### config.mk
export PLATFORM = sky130hd
export DESIGN_NAME = io_input_arbiter_flat
export DESIGN_NICKNAME = d
export VERILOG_FILES = /design/src/rtl/io_arb_pkg.sv /design/src/rtl/io_input_arbiter_if.sv /design/src/rtl/io_input_arbiter_rr_pick.sv /design/src/rtl/io_input_arbiter.sv /design/src/flat_wrapper.sv
export SDC_FILE = /design/constraint.sdc
export NUM_CORES = 1
export LEC_CHECK = 0
export ABC_AREA = 1
export CAP_MARGIN = 20
export CORE_AREA = 2 2 122 184
export CTS_CLUSTER_DIAMETER = 200
export CTS_CLUSTER_SIZE = 24
export DETAILED_ROUTE_END_ITERATION = 12
export DIE_AREA = 0 0 124 186
export HOLD_SLACK_MARGIN = 0.15
export PLACE_DENSITY = 0.64
export SLEW_MARGIN = 10
export SYNTH_ARGS = -nofsm -noshare
export SYNTH_HDL_FRONTEND = slang
export SYNTH_SLANG_ARGS = --single-unit
### constraint.sdc
create_clock -name clock -period 3.08 [get_ports clock]
set_clock_uncertainty 0.05 [all_clocks]
set_input_delay 0.462 -clock clock [delete_from_list [all_inputs] [get_ports clock]]
set_output_delay 0.462 -clock clock [all_outputs]
set_load 0.01 [all_outputs]
### src/rtl/io_arb_pkg.sv
// -----------------------------------------------------------------------------
// io_arb_pkg
// Shared types and constants for the IO input arbiter slice.
//   arb_state_e     : arbiter FSM state encoding (ARB, COMMIT)
//   N_SRC_DEFAULT   : number of requesting serial front-ends
//   WIDTH_DEFAULT   : AGC word width
//   SEL_W_DEFAULT   : width of the core IO read select
//   IO_SEL_BASE     : IO read-select code of channel 0 (channel i = base + i)
//   CH_*            : channel indices as wired to IO_register_file
// -----------------------------------------------------------------------------
package io_arb_pkg;

  typedef enum logic {
    ARB    = 1'b0,
    COMMIT = 1'b1
  } arb_state_e;

  localparam int N_SRC_DEFAULT = 5;
  localparam int WIDTH_DEFAULT = 15;
  localparam int SEL_W_DEFAULT = 4;

  localparam logic [3:0] IO_SEL_BASE = 4'd1;

  localparam int CH_VERB    = 0;
  localparam int CH_NOUN    = 1;
  localparam int CH_MTIME   = 2;
  localparam int CH_APOGEE  = 3;
  localparam int CH_PERIGEE = 4;

endpackage

### src/rtl/io_input_arbiter_if.sv
// -----------------------------------------------------------------------------
// io_arb_src_if
// Valid/ready update bundle between the serial receiver front-ends and the
// IO input arbiter. One request lane per channel.
//   src_valid [N_SRC]       : per-channel update request (source -> arbiter)
//   src_data  [N_SRC*WIDTH] : per-channel word, channel i at [i*WIDTH +: WIDTH]
//   src_ready [N_SRC]       : one-hot accept strobe (arbiter -> source)
// Modports: master = serial front-ends, slave = arbiter.
// -----------------------------------------------------------------------------
interface io_arb_src_if #(
  parameter int N_SRC = 5,
  parameter int WIDTH = 15
);

  logic [N_SRC-1:0]       src_valid;
  logic [N_SRC*WIDTH-1:0] src_data;
  logic [N_SRC-1:0]       src_ready;

  modport master (
    output src_valid,
    output src_data,
    input  src_ready
  );

  modport slave (
    input  src_valid,
    input  src_data,
    output src_ready
  );

endinterface

### src/rtl/io_input_arbiter_rr_pick.sv
// -----------------------------------------------------------------------------
// rr_pick
// Combinational request picker for the IO input arbiter.
//   req     [N_SRC] : request vector
//   ptr     [IDX_W] : round-robin start index (search begins here, wraps)
//   gnt_oh  [N_SRC] : one-hot grant, zero when no request
//   gnt_idx [IDX_W] : binary index of the granted request
//   gnt_any         : at least one request present
// Build option: IO_ARB_STRICT_PRIO_EN selects fixed priority (lowest index
// wins) and ignores ptr; otherwise round robin starting at ptr.
// -----------------------------------------------------------------------------
module rr_pick
  import io_arb_pkg::*;
#(
  parameter int N_SRC = N_SRC_DEFAULT,
  parameter int IDX_W = (N_SRC > 1) ? $clog2(N_SRC) : 1
) (
  input  logic [N_SRC-1:0] req,
  input  logic [IDX_W-1:0] ptr,
  output logic [N_SRC-1:0] gnt_oh,
  output logic [IDX_W-1:0] gnt_idx,
  output logic             gnt_any
);

`ifdef IO_ARB_STRICT_PRIO_EN

  logic unused_ptr;
  assign unused_ptr = ^ptr;

  always_comb begin
    gnt_oh  = '0;
    gnt_idx = '0;
    gnt_any = 1'b0;
    for (int i = 0; i < N_SRC; i++) begin
      if (!gnt_any && req[i]) begin
        gnt_oh[i] = 1'b1;
        gnt_idx   = IDX_W'(i);
        gnt_any   = 1'b1;
      end
    end
  end

`else

  int cand;

  // Walk N_SRC positions upward from ptr; the first live request wins.
  always_comb begin
    gnt_oh  = '0;
    gnt_idx = '0;
    gnt_any = 1'b0;
    cand    = 0;
    for (int k = 0; k < N_SRC; k++) begin
      cand = int'(ptr) + k;
      if (cand >= N_SRC) begin
        cand = cand - N_SRC;
      end
      if (!gnt_any && req[IDX_W'(cand)]) begin
        gnt_oh[IDX_W'(cand)] = 1'b1;
        gnt_idx              = IDX_W'(cand);
        gnt_any              = 1'b1;
      end
    end
  end

`endif

endmodule

### src/rtl/io_input_arbiter.sv
// -----------------------------------------------------------------------------
// io_input_arbiter
// Shares the IO register file external-input ports (DSKY VERB, DSKY NOUN,
// AXI MISSION_TIME, APOGEE, PERIGEE) among independent serial receivers.
// One request is accepted at a time, staged, and committed into a held
// output word only while the core is not reading that channel.
//
// Ports:
//   clock          : system clock
//   reset          : synchronous, active-high reset
//   src            : io_arb_src_if.slave (src_valid / src_data / src_ready)
//   core_read_sel  : core IO read select
//   core_stall     : core stall; no read is consumed while high
//   ovr_clear      : per-channel overrun clear pulse
//   out_data       : held words, channel i at [i*WIDTH +: WIDTH]
//   fresh          : committed word not yet read by the core
//   overrun        : sticky, a commit overwrote an unread word
//   busy           : FSM is not in ARB
//
// Build option: IO_ARB_STRICT_PRIO_EN selects fixed priority (lowest index
// wins, pointer held at 0); default is round robin.
//
// State   | meaning
// --------+--------------------------------------------------------------
// ARB     | idle / arbitrate; grant one valid source and stage its word
// COMMIT  | write staged word to its channel unless the core is reading it
// -----------------------------------------------------------------------------
module io_input_arbiter
  import io_arb_pkg::*;
#(
  parameter int               N_SRC    = N_SRC_DEFAULT,
  parameter int               WIDTH    = WIDTH_DEFAULT,
  parameter int               SEL_W    = SEL_W_DEFAULT,
  parameter logic [SEL_W-1:0] SEL_BASE = SEL_W'(IO_SEL_BASE)
) (
  input  logic                   clock,
  input  logic                   reset,
  io_arb_src_if.slave            src,
  input  logic [SEL_W-1:0]       core_read_sel,
  input  logic                   core_stall,
  input  logic [N_SRC-1:0]       ovr_clear,
  output logic [N_SRC*WIDTH-1:0] out_data,
  output logic [N_SRC-1:0]       fresh,
  output logic [N_SRC-1:0]       overrun,
  output logic                   busy
);

  localparam int IDX_W = (N_SRC > 1) ? $clog2(N_SRC) : 1;

  arb_state_e       state_q, state_d;
  logic [WIDTH-1:0] stage_q, stage_d;
  logic [IDX_W-1:0] gidx_q,  gidx_d;
  logic [IDX_W-1:0] ptr_q,   ptr_d;
  logic [WIDTH-1:0] out_q [N_SRC];
  logic [WIDTH-1:0] out_d [N_SRC];
  logic [N_SRC-1:0] fresh_q, fresh_d;
  logic [N_SRC-1:0] ovr_q,   ovr_d;

  logic [N_SRC-1:0] read_hit;
  logic [N_SRC-1:0] gnt_oh;
  logic [IDX_W-1:0] gnt_idx;
  logic             gnt_any;
  logic [WIDTH-1:0] gnt_word;
  logic             commit_blocked;
  logic [N_SRC-1:0] src_ready_c;

  // A channel is being read when the select points at it and the core is
  // actually advancing; out-of-range selects match nothing.
  always_comb begin
    read_hit = '0;
    for (int i = 0; i < N_SRC; i++) begin
      read_hit[i] = (core_read_sel == (SEL_BASE + SEL_W'(i))) && !core_stall;
    end
  end

  rr_pick #(
    .N_SRC (N_SRC),
    .IDX_W (IDX_W)
  ) u_pick (
    .req     (src.src_valid),
    .ptr     (ptr_q),
    .gnt_oh  (gnt_oh),
    .gnt_idx (gnt_idx),
    .gnt_any (gnt_any)
  );

  always_comb begin
    gnt_word = '0;
    for (int i = 0; i < N_SRC; i++) begin
      if (gnt_oh[i]) begin
        gnt_word = src.src_data[i*WIDTH +: WIDTH];
      end
    end
  end

  always_comb begin
    commit_blocked = 1'b0;
    for (int i = 0; i < N_SRC; i++) begin
      if ((gidx_q == IDX_W'(i)) && read_hit[i]) begin
        commit_blocked = 1'b1;
      end
    end
  end

  always_comb begin
    state_d     = state_q;
    stage_d     = stage_q;
    gidx_d      = gidx_q;
    ptr_d       = ptr_q;
    out_d       = out_q;
    src_ready_c = '0;
    // Reads and clears apply on every channel independently of the FSM.
    fresh_d     = fresh_q & ~read_hit;
    ovr_d       = ovr_q & ~ovr_clear;

    case (state_q)
      ARB: begin
        if (gnt_any) begin
          src_ready_c = gnt_oh;
          stage_d     = gnt_word;
          gidx_d      = gnt_idx;
`ifdef IO_ARB_STRICT_PRIO_EN
          ptr_d       = '0;
`else
          ptr_d       = (gnt_idx == IDX_W'(N_SRC - 1)) ? '0 : gnt_idx + 1'b1;
`endif
          state_d     = COMMIT;
        end
      end

      COMMIT: begin
        // Never change a word the core is reading this cycle; wait it out.
        if (!commit_blocked) begin
          for (int i = 0; i < N_SRC; i++) begin
            if (gidx_q == IDX_W'(i)) begin
              out_d[i]   = stage_q;
              fresh_d[i] = 1'b1;
              // Overrun set takes precedence over a same-cycle clear.
              if (fresh_q[i]) begin
                ovr_d[i] = 1'b1;
              end
            end
          end
          state_d = ARB;
        end
      end

      default: begin
        state_d = ARB;
      end
    endcase
  end

  always_ff @(posedge clock) begin
    if (reset) begin
      state_q <= ARB;
      stage_q <= '0;
      gidx_q  <= '0;
      ptr_q   <= '0;
      out_q   <= '{default: '0};
      fresh_q <= '0;
      ovr_q   <= '0;
    end else begin
      state_q <= state_d;
      stage_q <= stage_d;
      gidx_q  <= gidx_d;
      ptr_q   <= ptr_d;
      out_q   <= out_d;
      fresh_q <= fresh_d;
      ovr_q   <= ovr_d;
    end
  end

  for (genvar gi = 0; gi < N_SRC; gi++) begin : g_out
    assign out_data[gi*WIDTH +: WIDTH] = out_q[gi];
  end

  assign src.src_ready = src_ready_c;
  assign fresh         = fresh_q;
  assign overrun       = ovr_q;
  assign busy          = (state_q != ARB);

endmodule

### src/flat_wrapper.sv
// flat-port wrapper written by rule: the top's interface ports become plain ports
module io_input_arbiter_flat import io_arb_pkg::*;
#(
  parameter int               N_SRC    = N_SRC_DEFAULT,
  parameter int               WIDTH    = WIDTH_DEFAULT,
  parameter int               SEL_W    = SEL_W_DEFAULT,
  parameter logic [SEL_W-1:0] SEL_BASE = SEL_W'(IO_SEL_BASE)
)
  (clock, reset, core_read_sel, core_stall, ovr_clear, out_data, fresh, overrun, busy, src_src_valid, src_src_data, src_src_ready);
  io_arb_src_if #(.N_SRC(N_SRC), .WIDTH(WIDTH)) src_i ();
  input  logic clock;
  input  logic reset;
  input  logic [SEL_W-1:0] core_read_sel;
  input  logic core_stall;
  input  logic [N_SRC-1:0] ovr_clear;
  output logic [N_SRC*WIDTH-1:0] out_data;
  output logic [N_SRC-1:0] fresh;
  output logic [N_SRC-1:0] overrun;
  output logic busy;
  input wire logic [$bits(src_i.src_valid)-1:0] src_src_valid;
  input wire logic [$bits(src_i.src_data)-1:0] src_src_data;
  output wire logic [$bits(src_i.src_ready)-1:0] src_src_ready;
  assign src_i.src_valid = src_src_valid;
  assign src_i.src_data = src_src_data;
  assign src_src_ready = src_i.src_ready;
  io_input_arbiter #(.N_SRC(N_SRC), .WIDTH(WIDTH), .SEL_W(SEL_W), .SEL_BASE(SEL_BASE)) u_core (.clock(clock), .reset(reset), .src(src_i), .core_read_sel(core_read_sel), .core_stall(core_stall), .ovr_clear(ovr_clear), .out_data(out_data), .fresh(fresh), .overrun(overrun), .busy(busy));
endmodule
==> results.ini <==
[die]
die_w_um=124
die_h_um=186
num_rows=66
die_area_um2=23100
initial_utilization_pct=27.6
core_um2=21500
pin_count=183

[yosys]
synthCells=862
synth_fa_ha_area_share_pct=2.45
synth_area_per_cell_um2=6.87
yosysTopAreaCell=dfxtp_1
synth_area_leaders=dfxtp_1 36%, nor2_1 12%, nand2_1 10%
syn_nets=965
synth_top_family_by_area=simple AND/OR/NAND/NOR gates
ys_ff_latch=107
syn-cell-area_um2=5920
synth_compound_area_share_pct=15.0
ys_types=42
ys_warn_count=0
yosys.area_share.simple_pct=36.7
yosys.area_share.xor_xnor_pct=0.296
yosys.area.top_type_share_pct=36.2
ys_seq_area_share_pct=36.2
muxShareOfSynthArea_pct=0

[layout]
layout.nets=1223
syn_to_final_growth_pct=58.4
finalInstanceArea_um2=9380
diodes=0
fin_util_pct=43.7
drive_gt1_share_pct=25.9

[detailed_routing]
wl_per_cell_um=14.4
dr.first_iter.drc_count=395
finalWirelength_um=20100
ant_nets=0
drc=0
vias=6390
first_pass_iters=4
vias_per_cell=4.57

[power_and_ir_drop]
sw_frac_of_total_pct=45.9
powerDensity_nw_per_um2=1160
internal-power_mw=5.87
pwr-share-clk_pct=10.9
seqPwrFrac_pct=17.4
p_leak_nw=4.24
switchingPower_mw=4.97
ir_drop_mv=0.819
comb_power_share_pct=71.6

[status]
status=finished, violations left
violations=setup timing

[timing]
slew_headroom_pct=62.7
fin_tns_setup_ns=-1.86
rsz0062_at_grt=yes
fin_ws_ns=-0.318
hold_viol_final=0
drv_slew=0
timing.fmax_mhz=294
fin_crit_ns=3.40
timing.final.crit_share_pct=110
setup_viol=14
tightest_slew_ns=0.559

[clocking]
numCtsBuffers=9
cts_tree=yes
htree_levels=3
cts_root_buf=clkbuf_16
cts_buffer_depth=2
cts_num_sinks=107
hold_buffers=0
clkTransAtPathRegs_ns=0.07
clock_latency_ns=0.35

[setup_path]
cp-end-kind=primary output
r2r_slack_ns=-0.16
cp.required_ns=2.57
worstSetupPathType=reg -> out
r2r_start=u_core.ptr_q[0]
crit_start=u_core.ptr_q[0]
arrival_ns=2.89
critPathLaunchType=register
cp_max_fo=5

[min_path]
hp-start=u_core.overrun[0]
hold_class=reg -> reg

[global_routing]
overflow=0
grt_usage_pct=17.1
grt_pass1_wl_um=30700
grt_pass1_vias=6086
antenna_found_initial=0
grt_max_degree=40

[flow_run]
maxCapViolations=0

[placed_design]
numPortBuffers=166
dp_slack_ns=-0.440
dp_hpwl_um=15600
gp_congestion=0.919
post_dp_cell_area_um2=8490

cells by family after synthesis:
| group | count (synthesis) |
|---|---|
| buffers and inverters | 123 |
| XOR/XNOR | 2 |
| flip-flops | 107 |
| AND/OR/NAND/NOR | 455 |
| other | 1 |
| AO/OA/AOI/OAI | 163 |
| adder cells (fa/ha/maj) | 11 |
layer usage:
metal | vias up | share of wire (%) | global-route usage, %
met5 | - | 0 | 0
met4 | 0 | 3.1 | 6.02
met3 | 32 | 3.9 | 2.14
met2 | 195 | 53 | 32.4
met1 | 2885 | 40 | 19.3
li1 | 3278 | - | -
metrics by stage:
step	total power, mW	hold WS, ns	instances
floorplan	5.77	0.433	862
global placement	8.28	0.403	1359
detailed placement	8.34	0.413	1359
CTS	10.4	0.424	1395
global route	11.6	0.450	1397
finish	10.8	0.420	1397
registers in the layout, summed over array words and instances (netlist names):
| register | cells |
|---|---|
| u_core.busy | 1 |
| u_core.fresh | 5 |
| u_core.gidx_q | 3 |
| u_core.out_data | 75 |
| u_core.overrun | 5 |
| u_core.ptr_q | 3 |
| u_core.stage_q | 15 |
layout by cell type (no fill, tap or decap), types with 22 or more instances in the layout:
cell type,instances
dfxtp_1,104
nor2_1,173
a21oi_1,37
inv_1,70
nand2_1,144
clkdlybuf4s50_1,162
nand2_2,34
buf_4,102
o21ai_0,80
nand3_1,22
worst paths after layout:
kind / end / cells past startpoint
worst min register to register: u_core.overrun[0] / 2
worst max register to register: u_core.ptr_q[2] / 22
worst min-delay path: u_core.overrun[0] / 2
worst max-delay path: src_src_ready[0] / 17
cell type report:
cell class	count	area, µm²
fill	2192	12100
clock inverter	7	85.1
multi-input combinational	632	3620
sequential	107	2150
inverter	89	352
tap	272	340
clock buffer	9	225
timing repair buffer	281	2600
cells in the mapped netlist, drive strengths merged:
| cell type | count |
|---|---|
| nor2 | 193 |
| nand2 | 191 |
| dfxtp | 107 |
| o21ai | 104 |
| inv | 89 |
| a21oi | 50 |
| nand3 | 46 |
| clkbuf | 21 |
| buf | 13 |
| nor3 | 11 |
| ha | 10 |
| nand4 | 10 |
| o211ai | 5 |
| nor4 | 2 |
| xor2 | 2 |
| a211oi | 1 |
| a31oi | 1 |
| a41oi | 1 |
| conb | 1 |
| fa | 1 |
| nor3b | 1 |
| o22ai | 1 |
| or2 | 1 |
power by group through the flow:
stage	Combinational, mW	Clock, mW	Sequential, mW
after CTS	7.31	1.21	1.89
final	7.76	1.19	1.89
after global routing	8.46	1.26	1.92
after detailed placement	6.43	0	1.91
after floorplan	3.86	0	1.91
after global placement	6.37	0	1.91
repair_timing:
action	CTS	global route
resized for setup	73	46
pin swaps	29	27
setup buffers	20	3
endpoints found under the setup margin	25	25
critical path: stages (launching register included):
cell	delay, ns
dfxtp_4	0.36
inv_6	0.06
ha_4	0.14
inv_2	0.04
fa_2	0.40
clkinv_4	0.11
nand2_4	0.07
a21oi_4	0.23
nor2_2	0.08
nand3_2	0.09
nand3_2	0.10
nand3_4	0.18
nor2_8	0.08
buf_6	0.14
o21ai_4	0.07
nand2_4	0.09
a31oi_4	0.18
buf_6	0.13
Power figures use the tool's default switching activity.
